## src/rtl/run_ctrl_pkg.sv

```systemverilog
// run_ctrl_pkg: mode/state encodings and short simulation timing overrides for run_ctrl.
package run_ctrl_pkg;
  typedef enum logic [1:0] {MODE_STEP = 2'd0, MODE_AUTO, MODE_BURST, MODE_BREAK} mode_e;
  typedef enum logic [2:0] {S_RST = 3'd0, S_IDLE, S_RUN, S_BURST, S_HALT} state_e;
  localparam int unsigned SIM_DEB_CYCLES = 4;
  localparam int unsigned SIM_RST_HOLD = 2;
endpackage

```

## src/rtl/debounce_sync.sv

```systemverilog
// debounce_sync: 2-FF synchroniser plus stability counter; output is a debounced level.
module debounce_sync #(
  parameter int unsigned DEB_CYCLES = 20'hF4240,
  parameter logic INIT = 1'b1
) (
  input  logic clk,
  input  logic rst,
  input  logic din,
  output logic dout
);
  localparam int unsigned CW = $clog2(DEB_CYCLES + 1);
  logic s0, s1;
  logic [CW-1:0] cnt;
  always_ff @(posedge clk or negedge rst)
    if (!rst) begin
      s0 <= INIT;
      s1 <= INIT;
      dout <= INIT;
      cnt <= '0;
    end else begin
      s0 <= din;
      s1 <= s0;
      if (s1 == dout) cnt <= '0;
      else if (cnt == CW'(DEB_CYCLES - 1)) begin
        dout <= s1;
        cnt <= '0;
      end else cnt <= cnt + 1'b1;
    end
endmodule

```

## src/rtl/run_ctrl.sv

```systemverilog
// run_ctrl: CPU run control (step/auto/burst/breakpoint) emitting a one-cycle clock enable.
// Define RUN_CTRL_CYCLE_CNT_EN to make cycle_count count enables; otherwise it is tied to 0.
module run_ctrl
  import run_ctrl_pkg::*;
#(
  parameter int unsigned DIV_W = 26,
  parameter int unsigned DEB_CYCLES = 20'hF4240,
  parameter int unsigned RST_HOLD = 26'h1AB3F00,
  parameter int unsigned BURST_W = 8,
  parameter int unsigned ADDR_W = 8
) (
  input  logic               clk,
  input  logic               rst,
  input  logic               key_step,
  input  logic               key_rst,
  input  logic [1:0]         mode_sw,
  input  logic [DIV_W-1:0]   divisor,
  input  logic [BURST_W-1:0] burst_len,
  input  logic               bp_en,
  input  logic [ADDR_W-1:0]  bp_addr,
  input  logic [ADDR_W-1:0]  pc,
  output logic               cpu_ce,
  output logic               cpu_rst,
  output logic               tick,
  output logic               halted,
  output logic [2:0]         fsm_state,
  output logic [31:0]        cycle_count
);
  localparam int unsigned HOLD_W = $clog2(RST_HOLD + 1);
  state_e state, state_n;
  logic [DIV_W-1:0] pcnt, pcnt_n;
  logic [HOLD_W-1:0] hcnt, hcnt_n;
  logic [BURST_W-1:0] bcnt, bcnt_n;
  logic skip, skip_n, pend, pend_n;
  logic step_d, krst_d, bp_d, step_q, krst_q;
  logic [1:0] mode_d, mode_q;
  logic step_ev, rst_ev, mode_chg, bp_hit;
  debounce_sync #(.DEB_CYCLES(DEB_CYCLES), .INIT(1'b1)) u_step (.clk(clk), .rst(rst), .din(key_step), .dout(step_d));
  debounce_sync #(.DEB_CYCLES(DEB_CYCLES), .INIT(1'b1)) u_krst (.clk(clk), .rst(rst), .din(key_rst), .dout(krst_d));
  debounce_sync #(.DEB_CYCLES(DEB_CYCLES), .INIT(1'b0)) u_mode0 (.clk(clk), .rst(rst), .din(mode_sw[0]), .dout(mode_d[0]));
  debounce_sync #(.DEB_CYCLES(DEB_CYCLES), .INIT(1'b0)) u_mode1 (.clk(clk), .rst(rst), .din(mode_sw[1]), .dout(mode_d[1]));
  debounce_sync #(.DEB_CYCLES(DEB_CYCLES), .INIT(1'b0)) u_bp (.clk(clk), .rst(rst), .din(bp_en), .dout(bp_d));
  assign step_ev = step_q & ~step_d;
  assign rst_ev = krst_q & ~krst_d;
  assign mode_chg = mode_q != mode_d;
  assign bp_hit = mode_d == MODE_BREAK && bp_d && pc == bp_addr && !skip;
  assign tick = state != S_RST && pcnt >= divisor;
  assign cpu_rst = state == S_RST;
  assign halted = state == S_HALT;
  assign fsm_state = state;
  always_ff @(posedge clk or negedge rst)
    if (!rst) begin
      state <= S_RST;
      pcnt <= '0;
      hcnt <= '0;
      bcnt <= '0;
      skip <= 1'b0;
      pend <= 1'b0;
      step_q <= 1'b1;
      krst_q <= 1'b1;
      mode_q <= MODE_STEP;
    end else begin
      state <= state_n;
      pcnt <= pcnt_n;
      hcnt <= hcnt_n;
      bcnt <= bcnt_n;
      skip <= skip_n;
      pend <= pend_n;
      step_q <= step_d;
      krst_q <= krst_d;
      mode_q <= mode_d;
    end
  // reset press beats mode change, which beats the per-state transitions
  always_comb begin
    state_n = state;
    pcnt_n = pcnt >= divisor ? '0 : pcnt + 1'b1;
    hcnt_n = '0;
    bcnt_n = bcnt;
    skip_n = skip;
    pend_n = 1'b0;
    cpu_ce = 1'b0;
    if (rst_ev) begin
      state_n = S_RST;
      pcnt_n = '0;
      bcnt_n = '0;
      skip_n = 1'b0;
    end else if (state == S_RST) begin
      hcnt_n = hcnt + 1'b1;
      pcnt_n = '0;
      bcnt_n = '0;
      skip_n = 1'b0;
      if (hcnt == HOLD_W'(RST_HOLD - 1)) state_n = S_IDLE;
    end else if (mode_chg) begin
      state_n = S_IDLE;
      skip_n = 1'b0;
    end else begin
      case (state)
        S_IDLE: begin
          cpu_ce = pend;
          pend_n = mode_d == MODE_STEP && step_ev;
          if (mode_d == MODE_AUTO) state_n = S_RUN;
          if (mode_d == MODE_BREAK && step_ev) state_n = S_RUN;
          if (mode_d == MODE_BURST && step_ev) begin
            bcnt_n = burst_len;
            state_n = burst_len != '0 ? S_BURST : S_IDLE;
          end
        end
        S_RUN: begin
          if (bp_hit) state_n = S_HALT;
          else begin
            cpu_ce = tick;
            if (tick) skip_n = 1'b0;
          end
        end
        S_BURST: begin
          cpu_ce = tick;
          if (tick) begin
            bcnt_n = bcnt - 1'b1;
            if (bcnt == BURST_W'(1)) state_n = S_IDLE;
          end
        end
        S_HALT: begin
          if (step_ev) begin
            skip_n = 1'b1;
            state_n = S_RUN;
          end
        end
        default: state_n = S_IDLE;
      endcase
    end
  end
`ifdef RUN_CTRL_CYCLE_CNT_EN
  always_ff @(posedge clk or negedge rst)
    if (!rst) cycle_count <= '0;
    else cycle_count <= state == S_RST ? '0 : cycle_count + {31'd0, cpu_ce};
`else
  assign cycle_count = '0;
`endif
endmodule

```

## config.mk

```make
export PLATFORM = sky130hd
export DESIGN_NAME = run_ctrl
export DESIGN_NICKNAME = d
export VERILOG_FILES = /design/src/rtl/run_ctrl_pkg.sv /design/src/rtl/debounce_sync.sv /design/src/rtl/run_ctrl.sv
export SDC_FILE = /design/constraint.sdc
export NUM_CORES = 1
export LEC_CHECK = 0
export CORE_MARGIN = 1.5
export CORE_UTILIZATION = 45
export CTS_CLUSTER_SIZE = 30
export DETAILED_ROUTE_END_ITERATION = 12
export GPL_ROUTABILITY_DRIVEN = 0
export PLACE_DENSITY = 0.76
export SLEW_MARGIN = 15
export SYNTH_ARGS = -nofsm -noshare
export SYNTH_HDL_FRONTEND = slang
export SYNTH_SLANG_ARGS = --single-unit
```

## constraint.sdc

```tcl
create_clock -name clk -period 2.8 [get_ports clk]
set_input_delay 0.42 -clock clk [delete_from_list [all_inputs] [get_ports clk]]
set_output_delay 0.42 -clock clk [all_outputs]
set_load 0.01 [all_outputs]
```

=== Word level (Yosys, flattened, before mapping) ===
Index checks and enable logic that the tools add are counted.
W data, S select, Z words.

* Register bits: 183
* Latch bits: 0
* RAM bits: 0
* ROM bits: 0
* Input port bits: 57
* Output and inout bits: 39
* Word-level logic and storage cells: 151
* Memories: 0

* Add/sub/neg operators: 8
* Multipliers: 0
* Divide/modulo/power cells: 0
* Order comparisons: 1
* Eq/ne operators: 32
* Shifts and indexed selects: 0
* Muxes and demuxes: 50
* Bitwise logic cells: 9
* Reductions and logical operators: 22

{| class="wikitable"
|+ Operator list
! cell !! number
|-
| $mux W20 || 10
|-
| $add A20 B1 Y20 const B || 5
|-
| $eq A20 B20 Y1 const B || 5
|-
| $mux W26 || 3
|-
| $mux W25 || 2
|-
| $mux W8 || 5
|-
| $mux W3 || 11
|-
| $add A26 B1 Y26 const B || 1
|-
| $ge A26 B26 Y1 || 1
|-
| $add A25 B1 Y25 const B || 1
|-
| $eq A25 B25 Y1 const B || 1
|-
| $ne A5 B5 Y1 const B || 5
|-
| $pmux W8 S2 || 1
|-
| $mux W1 || 14
|-
| $pmux W3 S4 || 1
|-
| $reduce_and A2 Y1 || 5
|-
| $eq A8 B1 Y1 const B || 1
|-
| $eq A8 B8 Y1 || 1
|-
| $ne A4 B4 Y1 const B || 2
|-
| $reduce_and A4 Y1 || 2
|-
| $reduce_bool A8 Y1 || 1
|-
| $sub A8 B1 Y8 const B || 1
|-
| $logic_and A1 B1 Y1 || 7
|-
| $ne A7 B7 Y1 const B || 1
|-
| other kinds (22) || 35
|}

=== Longest topological paths before layout ===
Gate-level depths: netlist of run 1.

* Depth after elaboration: 9
* Depth in mapped cells: 10
* Gate-level depth less buffers: 9

=== By module ===
From an unflattened synthesis of run 1, not the netlist that was laid out.

* Cell total of the unflattened synthesis: 1044
* Area, all modules: 10044.6 µm²

{| class="wikitable"
|+ By module, submodules not included
! module !! instances !! cells an instance !! area an instance (µm²) !! sequential area each (µm²)
|-
| run_ctrl || 1 || 504 || 4463.0 || 1704.1
|-
| debounce_sync at u_bp ... || 3 || 108 || 1114.8 || 575.6
|-
| debounce_sync at u_krst ... || 2 || 108 || 1118.6 || 579.3
|}

=== Least setup slack after synthesis of run 1 ===
Ideal clock, no wire load.

* Kind: in2out
* Start: input port divisor[17]
* End: output port cpu_ce
* Arrival time: 2.008 ns
* Required time: 2.380 ns
* Path slack: 0.372 ns
* Stages on the path: 9
* Buffers on the path: 1
* Cell sequence: inv_1 > ha_1 > nand4_1 > nor3_1 > nand2_1 > o311ai_2 > nor2_1 > buf_2 > o21ai_0

* Cells in the longest elaborated chain, start to end: 7

{| class="wikitable"
|+ RTL lines
! what !! RTL line !! RTL
|-
| from (decl) || run_ctrl.sv:17 || <nowiki>input logic [DIV_W-1:0] divisor,</nowiki>
|-
| $ge A26 B26 Y1 * || run_ctrl.sv:47 || <nowiki>assign tick = state != S_RST && pcnt >= divisor;</nowiki>
|-
| $logic_and A1 B1 Y1 * || run_ctrl.sv:47 ||
|-
| $mux W1 || run_ctrl.sv:109 || <nowiki>if (bp_hit) state_n = S_HALT;</nowiki>
|-
| $pmux W1 S3 * || run_ctrl.sv:97 || <nowiki>case (state)</nowiki>
|-
| $mux W1 * || run_ctrl.sv:93 || <nowiki>end else if (mode_chg) begin</nowiki>
|-
| $mux W1 * || run_ctrl.sv:87 || <nowiki>end else if (state == S_RST) begin</nowiki>
|-
| $mux W1 * || run_ctrl.sv:82 || <nowiki>if (rst_ev) begin</nowiki>
|-
| to (decl) || run_ctrl.sv:22 || <nowiki>output logic cpu_ce,</nowiki>
|}

Mark *: on every way between the ends. The rest lies on a longest branch, timed or not.

=== Final worst setup path of run 1 ===
* Start: input port divisor[22]
* End: output port tick

* Cells in the longest elaborated chain, start to end: 2

{| class="wikitable"
|+ RTL lines
! what !! RTL line !! RTL
|-
| $ge A26 B26 Y1 || run_ctrl.sv:47 ||
|-
| $logic_and A1 B1 Y1 || run_ctrl.sv:47 ||
|-
| to (decl) || run_ctrl.sv:24 || <nowiki>output logic tick,</nowiki>
|}

No other way between the ends.

==> flow_summary_export.csv, run 1 <==
group,metric,value,unit
run_status,outcome,"finished, violations left",
run_status,violations,"negative setup slack",
setup_path,cp.required,2380,ps
logic_synthesis,synth_seq_area_share,0.473,
logic_synthesis,yosysTopAreaCellShare,0.451,
cells_and_area,multi_input_area,0.00490,mm^2
floorplanning,rows,53,
setup_path,r2r_slack,140,ps
cells_and_area,seqCellArea,0.00459,mm^2
logic_synthesis,ys_ff_latch,183,
hold_path,hold_end,"u_mode1.s1",
job,drv_cap,0,
route,antenna_left,0,
clock_network,htreeDepth,4,
cells_and_area,finalNonFillerCells,1430,
logic_synthesis,synth_ff_type,"dfrtp_1",
setup_path,critical-path-slowest-cell,"clkdlybuf4s50_1",
sta,hold_viol,0,
clock_network,ctsLongestPathBuffers,2,
route,routed_wl,19300,um
route,first_pass_iters,5,
floorplanning,start_util,0.460,
setup_path,r2r_end,"bcnt[5]",
hold_path,worstHoldPathCells,0,
clock_network,cts_tree,"done",
setup_path,r2r_cells,12,
clock_network,clk_latency,430,ps
global_route,grt_max_degree,60,
global_route,overflow,0,
logic_synthesis,synth_edf_count,0,
logic_synthesis,synthCells,1032,
power,p_switching,1710,uW
logic_synthesis,yosysTopAreaCell,"dfrtp_1",
cells_and_area,final_cell_area,0.0116,mm^2
cells_and_area,drive_gt1_frac,0.118,
clock_network,clock-sinks,183,
logic_synthesis,synth_cell_types,55,
setup_path,max_stage_delay,460,ps
place,place_inst,1392,
place,hpwl,13300,um
power,clkPwrFrac,0.360,
route,drt_iter0_markers,418,
setup_path,path_buf_inv,4,
setup_path,crit_type,"primary input to output pin",
floorplanning,placeableCoreArea,0.0211,mm^2
setup_path,cp.arrival,2430,ps
floorplanning,chipWidth,150,um
cells_and_area,num_antenna_cells,0,
setup_path,cp_max_fo,3,
floorplanning,die_y,150,um
sta,clock_skew,13.7,ps
logic_synthesis,synthTopCellsByArea,"dfrtp_1 45%, xor2_1 7.8%, nor2_1 6.8%, xnor2_1 5.0%, ha_1 4.5%",
hold_path,min_path_type,"flop to flop",
cells_and_area,syn2layout_area_growth,19.5,%
cells_and_area,fin_nets,1234,
route,vias,7415,
sta,worst_slack,-49.7,ps
route,post_drt_wl_per_cell,13.5,um
global_route,first_global_vias,7235,
cells_and_area,n_fill_cell,1857,
power,p_int,4350,uW
logic_synthesis,yosysWarnings,0,
logic_synthesis,syn_area,0.00970,mm^2
place,place_area,0.0108,mm^2
floorplanning,die-area,0.0224,mm^2
sta,final_max_slew_viol_count,0,
global_route,grtUsageTotal,0.183,
setup_path,startpoint_type,"primary input",
sta,fin_crit,2850,ps
global_route,grt_first_pass_wirelength,33400,um
clock_network,cts_buffers,17,
global_route,antenna_found_initial,0,
setup_path,reg2reg_from,"pcnt[23]",
sta,final-setup-viol-count,2,
power,peakVddDrop,0.393,mV
power,share_seq_of_total_power,0.463,
sta,rsz0062_at_grt,"true",
sta,fmax,0.351,GHz
setup_path,cp-end-kind,"output pin",
clock_network,clkSlewWorstSetupHoldPaths,60,ps
power,power.density,523,mW/mm^2
place,portBuffers,63,
sta,max-slew-margin-rel,0.583,
route,remaining_drc_errors,0,
route,detail_route.vias_per_cell,5.19,
floorplanning,io_pins,96,
clock_network,root_buffer,"clkbuf_16",
sta,tightest_slew,624,ps
sta,whs,347,ps
hold_path,hp-start,"u_mode1.s0",
power,p_leak,0.00525,uW
logic_synthesis,avgSynthCellArea,9.40,um^2
power,switching_share,0.283,
logic_synthesis,async_reset_ff_frac,1.00,
cells_and_area,fin_util,0.550,
power,comb_power_share,0.177,
setup_path,cpLargestDelayFamily,"buffers and inverters",
sta,final.period_utilization,1.02,
setup_path,crit_chain,"clkdlybuf4s50_1 -> inv_1 -> ha_1 -> nand4_1 -> nor2_1 -> nand2_1 -> o311ai_4 -> nor2_4 -> buf_6 -> nor2_4 -> buf_6",
[stage by stage]
step                      power [uW]  setup TNS, ps  setup WS [ps]
final                           6060          -75.8          -49.7
after global routing            6360           -247           -139
after CTS                       6090          -79.3          -40.1
after detailed placement        3880          -4260           -604
after global placement          3860          -3610           -601
after floorplan                 3470              0            372
[sequential cells by signal (all words and copies together) (netlist names), 2 cells and up]
register / cells
pcnt: 26
hcnt: 25
u_bp.cnt: 20
u_krst.cnt: 20
u_mode0.cnt: 20
u_mode1.cnt: 20
u_step.cnt: 20
bcnt: 8
fsm_state: 3
mode_q: 2
[layout by cell type (no fill, tap or decap), types with 8 or more instances in the layout]
cell type        instances
a21oi_1                 35
and2_1                  10
and3_1                  38
buf_4                   48
clkbuf_16               17
clkdlybuf4s50_1         52
conb_1                  32
dfrtp_1                175
dfstp_2                  8
ha_1                    26
ha_4                     9
inv_1                   31
nand2_1                 77
nand2b_1                 9
nand3_1                 67
nand4_1                 23
nor2_1                 175
nor3_1                  19
nor4_1                  15
o21ai_0                 23
or3_1                   13
xnor2_1                 55
xor2_1                  86
[worst max path at each step]
stage / slack (ps) / from / end / cells after the start
after global placement: -600 / divisor[17] / tick / 11
after global routing: -140 / pcnt[14] / tick / 9
after floorplan: 370 / divisor[17] / cpu_ce / 9
after CTS: -40 / pcnt[15] / cpu_ce / 9
final: -50 / divisor[22] / tick / 11
after detailed placement: -600 / divisor[17] / tick / 11
[layer usage]
layer / vias up / track usage / wire (um)
li1: 3650 / - / -
met1: 3577 / 0.246 / 8910
met2: 160 / 0.297 / 9230
met3: 28 / 0.0360 / 863
met4: 0 / 0.0623 / 342
met5: - / 0 / 0
[Yosys cell counts, drive strengths merged (10+ instances only)]
master and count:
a21oi 36, and2 10, and3 38, buf 40, clkbuf 16, dfrtp 175, ha 35, inv 38
nand2 78, nand2b 10, nand3 67, nand4 23, nor2 178, nor3 22, nor4 15, o21ai 25
or3 13, xnor2 55, xor2 86
[logic make-up (layout without fill, tap and decap cells)]
| kind of cell | after synthesis | in the layout | synth area share |
|---|---|---|---|
| AOI/OAI and AO/OA | 82 | 82 | 0.0497 |
| other | 1 | 32 | 0.000387 |
| xor gates and xnor gates | 141 | 141 | 0.127 |
| adders and majority gates | 35 | 35 | 0.0451 |
| buffers and inverters | 94 | 186 | 0.0504 |
| and+or+nand+nor | 489 | 489 | 0.246 |
| DFF | 183 | 183 | 0.473 |
| muxes | 7 | 7 | 0.00813 |
[power groups by stage]
stage	sequential [uW]	combinational [uW]	clock, uW
2_1_floorplan	2850	620	0
3_3_place_gp	2850	1020	0
3_5_place_dp	2850	1030	0
4_1_cts	2800	1050	2240
5_1_grt	2810	1200	2340
6_report	2800	1070	2180
[final cells by class]
cell class	count	share of cell area
Clock buffer	18	0.0379
Clock inverter	14	0.00895
Inverter	38	0.0123
Multi-Input combinational cell	786	0.423
Sequential cell	183	0.396
Tap cell	275	0.0297
Timing Repair Buffer	116	0.0926
[repair_timing]
action	CTS	global route
hold buffers	1	0
gates resized for setup	38	10
buffers inserted	3	3
pin swaps	18	13
endpoints found under the setup margin	2	3
endpoints found under the hold margin	53	0
Power figures use the tool's default switching activity.
==> run 2, diff against run 1 <==
Settings changed: DONT_BUFFER_PORTS set to 1, PLACE_DENSITY 0.76 to 0.71.
==> flow_summary_export.csv, run 2 (same netlist as run 1, synthesis figures left out) <==
group,metric,value,unit
run_status,outcome,"finished, violations left",
run_status,violations,"negative hold slack, negative setup slack",
clock_network,ctsLongestPathBuffers,2,
setup_path,r2r_slack,80,ps
cells_and_area,fin_nets,1141,
clock_network,clock-sinks,183,
sta,fin_crit,2840,ps
clock_network,cts_tree,"done",
sta,fmax,0.352,GHz
cells_and_area,layout_common_cells,"174 x nor2_1, 174 x dfrtp_1, 86 x xor2_1, 78 x nand2_1, 67 x nand3_1",
sta,final-setup-viol-count,2,
sta,tightest_slew,736,ps
cells_and_area,drive_gt1_frac,0.0791,
setup_path,cp-end-kind,"output pin",
setup_path,startpoint,"pcnt[15]",
clock_network,ctsHoldBuffers,2,
power,clkPwrFrac,0.424,
cells_and_area,num_antenna_cells,0,
cells_and_area,syn2layout_area_growth,10.6,%
floorplanning,chipWidth,150,um
sta,worst_slack,-43.1,ps
route,post_drt_wl_per_cell,13.9,um
floorplanning,rows,53,
floorplanning,placeableCoreArea,0.0211,mm^2
route,antenna_left,0,
clock_network,clk_latency,430,ps
setup_path,cp_max_fo,4,
sta,rsz0062_at_grt,"true",
power,p_int,4730,uW
setup_path,cp.arrival,2420,ps
setup_path,cp.required,2380,ps
setup_path,crit_type,"flop to output pin",
sta,max-slew-margin-rel,0.508,
clock_network,clkSlewWorstSetupHoldPaths,70,ps
global_route,first_global_vias,6799,
route,first_pass_iters,5,
global_route,grt_max_degree,184,
route,detail_route.vias_per_cell,5.27,
floorplanning,die-area,0.0224,mm^2
place,hpwl,12700,um
route,drt_iter0_markers,513,
global_route,antenna_found_initial,0,
route,vias,7046,
floorplanning,start_util,0.460,
cells_and_area,n_fill_cell,1911,
power,share_seq_of_total_power,0.446,
setup_path,r2r_cells,10,
setup_path,startpoint_type,"flop",
power,p_total,6310,uW
clock_network,root_buffer,"clkbuf_16",
global_route,grtUsageTotal,0.176,
setup_path,reg2reg_from,"pcnt[15]",
cells_and_area,largest_reg_flops,26,
power,power.density,588,mW/mm^2
setup_path,setup.worst_path.end,"cpu_ce",
global_route,grtUsageMet2,0.286,
setup_path,r2r_end,"bcnt[6]",
global_route,grt_first_pass_wirelength,31900,um
global_route,use_met3,0.0299,
power,switching_share,0.251,
sta,whs,-309,ps
global_route,overflow,0,
sta,final.period_utilization,1.02,
floorplanning,die_y,150,um
cells_and_area,finalNonFillerCells,1337,
floorplanning,io_pins,96,
job,drv_cap,0,
sta,hold_viol,183,
global_route,busiest_layer,"met2",
cells_and_area,top_regs,"pcnt: 26 flops, hcnt: 25 flops",
sta,final_max_slew_viol_count,0,
hold_path,min_path_type,"primary input to async pin",
place,place_inst,1299,
place,portBuffers,0,
route,routed_wl,18600,um
sta,clock_skew,12.7,ps
power,comb_power_share,0.131,
clock_network,htreeDepth,4,
global_route,met1_usage,0.240,
cells_and_area,top_register,"pcnt",
route,remaining_drc_errors,0,
power,p_leak,0.00486,uW
power,peakVddDrop,0.440,mV
clock_network,cts_buffers,17,
power,p_switching,1580,uW
==> run 2: cell types whose count changed in the layout (fill, tap and decap cells not counted), moves of 5 or more <==
cell / change
buf_4: -28
bufinv_16: +6
clkbuf_1: +5
clkdlybuf4s50_1: -52
clkinv_4: -5
dlygate4sd2_1: -6
ha_1: +7
ha_4: -7
inv_1: +7
inv_2: -7
==> run 2: critical path, cell delays in order, from the launching register on <==
cell and delay [ps]:
dfrtp_1 440, ha_4 290, nand4_1 140, nor3_2 260, nand2_1 110, o311ai_4 370, nor2_4 70, o21ai_2 170
buf_6 130
==> run 2: worst min path at each step <==
stage | startpoint | endpoint | slack, ps | cells after the start
global placement | rst | hcnt[22] | 130 | 0
global route | rst | bcnt[2] | -330 | 0
floorplan | rst | bcnt[0] | 120 | 0
CTS | rst | pcnt[10] | -330 | 0
detailed placement | rst | hcnt[7] | 130 | 0
finish | rst | hcnt[7] | -310 | 0
==> run 2: what timing repair did <==
action	in CTS	in global routing
hold endpoints to repair	185	183
buffers inserted	0	4
pin swaps	1	8
setup endpoints to repair	2	2
resized for setup	10	7
==> run 2: layout make-up <==
class,instances,area (um^2),area share
multi-input combinational,786,4810,0.449
sequential,183,4590,0.428
clock buffer,23,458,0.0427
tap,275,344,0.0321
clock inverter,9,200,0.0187
timing repair buffer,23,181,0.0169
inverter,38,143,0.0133
==> run 2: through the flow <==
stage | worst slack [ps] | cell area (um^2) | hold WS [ps] | utilization | setup TNS, ps
2_1_floorplan | 372 | 9820 | 124 | - | 0
3_3_place_gp | 205 | 9940 | 132 | 0.472 | 0
3_5_place_dp | 146 | 9940 | 132 | 0.472 | 0
4_1_cts | 9.11 | 10700 | -327 | 0.506 | 0
5_1_grt | -154 | 10700 | -332 | 0.509 | -330
6_report | -43.1 | 10700 | -309 | 0.509 | -63.7
==> run 2: power by group through the flow <==
stage	logic [uW]	registers [uW]	clock network [uW]
2_1_floorplan	620	2850	0
3_3_place_gp	774	2860	0
3_5_place_dp	797	2860	0
4_1_cts	816	2810	2730
5_1_grt	931	2830	2850
6_report	824	2810	2670
==> run 2: metal layers <==
layer / part of all wire / up-vias
li1: - / 3462
met1: 0.47 / 3420
met2: 0.47 / 146
met3: 0.039 / 18
met4: 0.014 / 0
met5: 0 / -
==> patch: new RTL, config.mk and constraints of run 2 <==
Build with the macro `RUN_CTRL_CYCLE_CNT_EN` defined.
--- a/src/rtl/run_ctrl.sv
+++ b/src/rtl/run_ctrl.sv
@@ -1,5 +1,7 @@
 // run_ctrl: CPU run control (step/auto/burst/breakpoint) emitting a one-cycle clock enable.
 // Define RUN_CTRL_CYCLE_CNT_EN to make cycle_count count enables; otherwise it is tied to 0.
+`define RUN_CTRL_CYCLE_CNT_EN
+
 module run_ctrl
   import run_ctrl_pkg::*;
 #(
Function: no difference found for any inputs over 10 cycles, from zero or initial values and one cycle with rst low; that may be too few to reach the edited logic, so the function may still have changed.
==> patch against run 2 <==
Wire length rose by 19%. Largest cell class unchanged. Synthesized cell count up 8.6%. Sequential cell count increased by 32. Utilization is 2.9 points higher. The run still ends with hold timing, setup timing left. Die area rose by 13%. Setup slack got worse by 0.15 ns. Final area up 21%. Synthesized area grew 14%.
Power is not compared: it rests on default switching activity, and its combinational part moved more than twofold at a synthesized area within 25%.
==> patch: results (changes against run 2) <==
- Met3 layer usage reported by global route: 2.53% (-0.46 points)
* Number of inverters outside the clock class in the layout: 43 (+13%)
- Area after detailed placement: 0.0118 mm² (+19%)
- Cell at the slowest stage of the critical path: or4_4
* Worst setup margin: -0.190 ns (-0.147 ns)
- The number of buffers added to fix hold violations after cts is 5 (+3).
- Crit path launch: pcnt[0]$_DFF_PN0_
- Buffers from clock root to sink, at most: 3 (+1)
* Setup total negative slack: -3.01 ns (-2.94 ns)
* Nets: 1,291 (+13%)
* Setup slack of the worst register-to-register path: -0.17 ns (-0.25 ns)
* Most common library cells after synthesis: dfrtp_1 (207), nor2_1 (196), xor2_1 (101), nand2_1 (77), nand3_1 (75)
- Clock skew: 0.0117 ns (-0.000947 ns)
- The final reports fail on hold timing, setup timing.
- The count of different cell masters after synthesis is 62 (+13%).
- Share of layout cells above drive strength 1: 16.7% (+8.7 points)
* Number of non-clock buffers in the layout: 70 (+200%)
- The minimum hold slack was -0.399 ns (-0.0906 ns).
- Regs by FF count: cycle_count (32), pcnt (26), hcnt (25)
* Critical-path maximum fanout: 14 (+10)
- The met2 track demand over resource in global routing came to 29.6% (+1.0 points).
- Multi-input logic area: 0.00566 mm² (+18%)
* Largest net degree at the start of global routing: 216 (+17%)
- Worst-case reg-to-reg path depth: 16 (+6)
- The count of final setup violators came to 27 (+25).
- The run finished, with violations left.
- The final-layout clock-cell area share is 6.22% (+0.087 points).
* Sequential share of cell area: 41.4% (-1.4 points)
* Number of optimization iterations in the first detailed-route pass: 4 (-1)
- Die area: 0.0254 mm² (+13%)
* Wl on met1: 10.3 mm (+17%)
- The slew at the pin closest to its max-slew limit is 0.658 ns (-0.0782 ns).
- Crit path to: tick
- Post-Layout Cell Count: 1,537 (+15%)
- The global-route wire length before repair came to 38.5 mm (+21%).
- Final hold violation count: 215 (+17%)
- Post-detailed-placement half-perimeter wirelength: 14.8 mm (+16%)
[patch: cell types whose count changed in the layout (fill, tap and decap cells not counted), sizes merged, moves of 7 or more]
| cell | before | now |
|---|---|---|
| buf | 21 | 65 |
| nor2 | 178 | 217 |
| conb | 32 | 0 |
| dfrtp | 175 | 207 |
| xnor2 | 55 | 72 |
| xor2 | 86 | 101 |
| nand4 | 23 | 36 |
| a21oi | 36 | 26 |
| clkbuf | 23 | 32 |
| nand3 | 67 | 76 |
| nor3 | 22 | 13 |
| clkinv | 1 | 8 |
[patch: logic make-up (layout without fill, tap and decap cells)]
family	after synthesis	in the layout	share of synthesized area, %
AND/OR/NAND/NOR	549	549	25.5
flip-flops	215	215	48.9
XOR/XNOR	173	173	13.7
AO/OA/AOI/OAI	75	75	4.41
buffers and inverters	64	156	2.47
adder cells (fa/ha/maj)	37	37	4.20
multiplexers	8	8	0.806
